## config.mk

```make
export PLATFORM = sky130hd
export DESIGN_NAME = phi3_sbox_sequencer
export DESIGN_NICKNAME = d
export VERILOG_FILES = /design/src/rtl/phi3_sbox_sequencer.sv
export SDC_FILE = /design/constraint.sdc
export NUM_CORES = 1
export LEC_CHECK = 0
export CAP_MARGIN = 20
export CORE_UTILIZATION = 40
export CTS_BUF_LIST = sky130_fd_sc_hd__clkbuf_4 sky130_fd_sc_hd__clkbuf_8 sky130_fd_sc_hd__clkbuf_16
export CTS_CLUSTER_DIAMETER = 120
export DETAILED_ROUTE_END_ITERATION = 6
export PLACE_DENSITY_LB_ADDON = 0.2
export SYNTH_ARGS = -nofsm -noshare
export SYNTH_HDL_FRONTEND = slang
export SYNTH_SLANG_ARGS = --single-unit
```

## constraint.sdc

```tcl
create_clock -name clk -period 4.9 [get_ports clk]
set_input_delay 0.735 -clock clk [delete_from_list [all_inputs] [get_ports clk]]
set_output_delay 0.735 -clock clk [all_outputs]
set_load 0.05 [all_outputs]
```

## src/rtl/phi3_sbox_sequencer.sv

```systemverilog
// Bit-serial 3-input S-box. One phi3 instance is shared by all outputs, and each
// output bit k is evaluated on its own cycle using the truth table held in tt[k].

// phi3: the bank of all 256 Boolean functions of 3 variables. z[i] = bit x of i.
module phi3 (
    input  logic [2:0]   x,
    output logic [255:0] z
);
    for (genvar i = 0; i < 256; i++) begin : g_fn
        localparam logic [7:0] TT = 8'(i);
        assign z[i] = TT[x];
    end
endmodule

module phi3_sbox_sequencer #(
    parameter int NOUT = 3,
    parameter int KW   = 3
) (
    input  logic            clk,
    input  logic            rst,
    input  logic            cfg_we,
    input  logic [2:0]      cfg_idx,
    input  logic [7:0]      cfg_tt,
    output logic            cfg_ok,
    input  logic            in_valid,
    output logic            in_ready,
    input  logic [2:0]      in_x,
    output logic            out_valid,
    input  logic            out_ready,
    output logic [NOUT-1:0] out_y,
    output logic            busy
);
    typedef enum logic [1:0] {IDLE, EVAL, DONE} state_t;

    localparam logic [KW-1:0] K_LAST = KW'(NOUT - 1);

    state_t                state_q, state_d;
    logic [KW-1:0]         k_q, k_d;
    logic [2:0]            x_q, x_d;
    logic [NOUT-1:0]       y_q, y_d;
    logic [NOUT-1:0][7:0]  tt_q, tt_d;

    logic [255:0]          z;
    logic [7:0]            tt_sel;
    logic                  cfg_hit;

    // Reset tables make bits 0..2 the identity projections of x.
    function automatic logic [7:0] tt_rst(input int i);
        case (i)
            0:       return 8'hAA;
            1:       return 8'hCC;
            2:       return 8'hF0;
            default: return 8'h00;
        endcase
    endfunction

    phi3 u_phi3 (.x(x_q), .z(z));

    // Explicit compare-select keeps the k index in range for any NOUT/KW pairing.
    always_comb begin
        tt_sel = tt_q[0];
        for (int i = 0; i < NOUT; i++)
            if (k_q == KW'(i)) tt_sel = tt_q[i];
    end

    // Writes only land in IDLE so an in-flight evaluation sees one consistent table set.
    assign cfg_hit = cfg_we && (state_q == IDLE) && ({1'b0, cfg_idx} < 4'(NOUT));

    always_comb begin
        tt_d = tt_q;
        for (int i = 0; i < NOUT; i++)
            if (cfg_hit && cfg_idx == 3'(i)) tt_d[i] = cfg_tt;
    end

    always_comb begin
        k_d = k_q;
        x_d = x_q;
        y_d = y_q;
        case (state_q)
            IDLE: if (in_valid) begin
                x_d = in_x;
                k_d = '0;
                y_d = '0;
            end
            EVAL: begin
                for (int i = 0; i < NOUT; i++)
                    if (k_q == KW'(i)) y_d[i] = z[tt_sel];
                if (k_q != K_LAST) k_d = k_q + KW'(1);
            end
            default: ;
        endcase
    end

    always_ff @(posedge clk or posedge rst) begin
        if (rst) begin
            state_q <= IDLE;
            k_q     <= '0;
            x_q     <= '0;
            y_q     <= '0;
            for (int i = 0; i < NOUT; i++) tt_q[i] <= tt_rst(i);
        end else begin
            state_q <= state_d;
            k_q     <= k_d;
            x_q     <= x_d;
            y_q     <= y_d;
            tt_q    <= tt_d;
        end
    end

    always_comb begin
        state_d = state_q;
        case (state_q)
            IDLE:    if (in_valid) state_d = EVAL;
            EVAL:    if (k_q == K_LAST) state_d = DONE;
            DONE:    if (out_ready) state_d = IDLE;
            default: state_d = IDLE;
        endcase
    end

    always_comb begin
        in_ready  = (state_q == IDLE);
        cfg_ok    = (state_q == IDLE);
        busy      = (state_q != IDLE);
        out_valid = (state_q == DONE);
    end

    assign out_y = y_q;

endmodule

```

==> summary.json <==
{
  "finalCriticalPeriod": {"value": 4.59, "unit": "ns"},
  "layout.filler_cells": {"value": 1068},
  "skew_final": {"value": 0.00544, "unit": "ns"},
  "drtAntennaViolNets": {"value": 0},
  "hold_path_class": {"value": "flop to flop"},
  "core-area": {"value": 0.0111, "unit": "mm^2"},
  "yosys_warnings": {"value": 0},
  "area_growth_syn_to_fin": {"value": 12.5, "unit": "%"},
  "timing.final.ws_setup": {"value": 0.314, "unit": "ns"},
  "die_y": {"value": 110, "unit": "um"},
  "timing.slew.headroom": {"value": 28.5, "unit": "%"},
  "seq_area_frac_synth": {"value": 19.2, "unit": "%"},
  "numCtsBuffers": {"value": 5},
  "grt_first_pass_wirelength": {"value": 26600, "unit": "um"},
  "synth-edff-count": {"value": 0},
  "synthDominantCellAreaShare": {"value": 12.4, "unit": "%"},
  "cell_type_with_the_highest_aggregate_area_in_the_netlist": {"value": "dfrtp_1"},
  "timing.final.setup_violations": {"value": 0},
  "worst_slew_pin_slew": {"value": 1.06, "unit": "ns"},
  "postSynthCellCount": {"value": 570},
  "grtUsageTotal": {"value": 29.0, "unit": "%"},
  "post_cts_resize_count": {"value": 0},
  "timing.critical_path.required": {"value": 5.11, "unit": "ns"},
  "clkTransAtPathRegs": {"value": 0.06, "unit": "ns"},
  "critical_path.reg2reg.startpoint": {"value": "k_q[0]$_DFFE_PP0P_"},
  "clock_tree_from_tritoncts": {"value": "yes"},
  "report.final.hold_viol_count": {"value": 0},
  "n_antenna_cell": {"value": 0},
  "criticalPathCategory": {"value": "flop to flop"},
  "setup_total_negative_slack": {"value": 0, "unit": "ns"},
  "die-area": {"value": 0.0120, "unit": "mm^2"},
  "cts-root-buf": {"value": "clkbuf_16"},
  "synth_fp_nets": {"value": 623},
  "finalNetCount": {"value": 632},
  "max_freq": {"value": 0.218, "unit": "GHz"},
  "initial_antenna_violation_count": {"value": 0},
  "async_reset_ff_share": {"value": 100, "unit": "%"},
  "dpl_worst_slack": {"value": 0.507, "unit": "ns"},
  "gp_congestion": {"value": 1.01},
  "pin_count_of_the_biggest_net_entering_global_routing": {"value": 61},
  "critical_path_buffer_and_inverter_count": {"value": 1},
  "htreeDepth": {"value": 2},
  "clk_latency": {"value": 0.28, "unit": "ns"},
  "post-route-util": {"value": 47.2, "unit": "%"},
  "hold_buf_count_cts": {"value": 0},
  "synth_area": {"value": 0.00465, "unit": "mm^2"},
  "first_global_vias": {"value": 4715},
  "initial_utilization": {"value": 41.9, "unit": "%"},
  "post_cts_buffers": {"value": 0},
  "wl_per_cell": {"value": 23.7, "unit": "um"},
  "routed-via-count": {"value": 5018},
  "chain_of_cells_forming_the_critical_path": {"value": "inv_1 > ha_1 > o21bai_4 > a2111oi_0 > a2111oi_1 > a211oi_2 > nand2_1 > a311oi_1 > o32ai_1 > a311oi_2 > mux2_2"},
  "worstPathArrival": {"value": 4.80, "unit": "ns"},
  "max_stage_delay": {"value": 0.95, "unit": "ns"},
  "placement.io_buffers": {"value": 25},
  "min_from": {"value": "tt_q[19]$_DFFE_PP0P_"},
  "clock_path_buffers": {"value": 2},
  "synth_area_leaders": {"value": "dfrtp_1 12%, ha_1 9.2%, mux2_2 8.5%"},
  "number_of_max_slew_violations_in_the_final_report": {"value": 0},
  "crit_family": {"value": "compound AO/OA/AOI/OAI gates"},
  "drc": {"value": 0},
  "detailedRoute.firstIterationViolations": {"value": 717},
  "synth.lib_cells_used.distinct": {"value": 81},
  "die_width": {"value": 110, "unit": "um"},
  "synth_ff_type": {"value": "dfrtp_1"},
  "endpoint_kind": {"value": "flop"},
  "io_pins": {"value": 26},
  "first_pass_iters": {"value": 5},
  "startpoint_class_of_the_critical_path": {"value": "flop"},
  "detailed_place_hpwl": {"value": 12100, "unit": "um"},
  "globalRouteOverflowTotal": {"value": 0},
  "viasPerCell": {"value": 6.97},
  "run_status": {"value": "completed"},
  "critPathMaxFanout": {"value": 19},
  "rows": {"value": 38},
  "timing.max_cap.violations": {"value": 0},
  "final.period_utilization": {"value": 93.6, "unit": "%"},
  "yosys_reg_bits": {"value": 35},
  "drive_above_1_share": {"value": 19.7, "unit": "%"},
  "cts.sink_count": {"value": 35},
  "critical-path-slowest-cell": {"value": "a2111oi_0"},
  "setup.worst_path.start": {"value": "k_q[0]$_DFFE_PP0P_"},
  "rsz0062_at_grt": {"value": "false"},
  "drt_wl_total": {"value": 17000, "unit": "um"},
  "syn_area_per_cell": {"value": 8.15, "unit": "um^2"}
}
==> final cells by class <==
cell class	instances	area [um^2]	share of cell area, %
clock buffers	6	150	2.87
multi-input cells	467	3460	66.2
repair buffers	55	475	9.10
clock inverters	2	17.5	0.335
flip-flops and latches	35	892	17.1
well taps	140	175	3.35
inverters	15	56.3	1.08
==> cells by family (layout without fill, tap and decap cells) <==
| group | after synthesis | in the layout | share of synthesized area (%) |
|---|---|---|---|
| and+or+nand+nor | 180 | 180 | 19.3 |
| AOI/OAI and AO/OA | 208 | 208 | 34.8 |
| DFF | 35 | 35 | 19.2 |
| xor gates and xnor gates | 1 | 1 | 0.189 |
| muxes | 44 | 44 | 10.4 |
| adders and majority gates | 34 | 34 | 9.16 |
| buffers and inverters | 68 | 78 | 6.92 |
==> placed cells by master (no fill, tap or decap), types with 8 or more instances in the layout <==
cell,count
nand2_1,63
nor2_1,37
mux2_2,35
ha_1,34
o21ai_0,31
buf_4,30
a21oi_1,27
clkdlybuf4s50_1,25
nand3_1,22
dfrtp_1,22
o211ai_1,16
a2111oi_0,15
a211oi_1,14
inv_1,13
nor3_1,12
dfstp_2,12
mux2i_1,9
a311oi_1,8
o311ai_0,8
==> Yosys cell counts (4+ instances only) <==
cell	instances
a21oi_1	27
a311o_1	4
a22oi_1	4
ha_1	34
a21o_1	5
inv_1	13
a31oi_1	7
nor2b_1	7
a2111oi_0	15
a211o_1	7
dfstp_2	12
buf_4	5
nand2b_1	6
nand3_1	22
o311ai_0	8
o21ai_0	31
o2111ai_1	7
o31ai_1	5
or2_2	4
dfrtp_1	23
mux2i_1	9
buf_2	20
nand2_1	63
nor2_1	37
a211oi_1	14
a221oi_1	7
a311oi_1	8
nor3_1	12
o211ai_1	16
mux2_2	35
clkbuf_1	23
==> worst paths after layout <==
| check | slack [ns] | depth (start not counted) | endpoint |
|---|---|---|---|
| hold reg to reg | 0.51 | 1 | tt_q[19]$_DFFE_PP0P_ |
| setup / recovery | 0.31 | 11 | out_y[1]$_DFFE_PP0P_ |
| hold / removal | 0.51 | 1 | tt_q[19]$_DFFE_PP0P_ |
| setup reg to reg | 0.31 | 11 | out_y[1]$_DFFE_PP0P_ |
| max in group asynchronous | 3.69 | 3 | tt_q[22]$_DFFE_PP1P_ |
| min in group asynchronous | 0.85 | 3 | state_q[1]$_DFFE_PP0P_ |
==> sequential cells by signal, indices dropped and copies added (netlist names) <==
name     count
state_q      2
k_q          3
x_q          3
tt_q        24
out_y        3
==> stage by stage <==
stage	instances	hold slack [ns]	cell area [um^2]
final	720	0.507	5230
after global routing	720	0.520	5230
after CTS	720	0.505	5230
after detailed placement	712	0.491	5060
after global placement	712	0.488	5060
after floorplan	570	0.470	4650
==> metal layers <==
| metal | vias up | GRT usage (%) | part of all wire [%] |
|---|---|---|---|
| met4 | 0 | 13.2 | 4.4 |
| met5 | - | 0 | 0 |
| li1 | 2238 | - | - |
| met2 | 324 | 42.6 | 42 |
| met1 | 2389 | 41.6 | 43 |
| met3 | 67 | 4.27 | 9.9 |
Power is left out: the tool's default activity adds up to more than one toggle a clock period on the data nets, which glitch-free logic cannot reach.
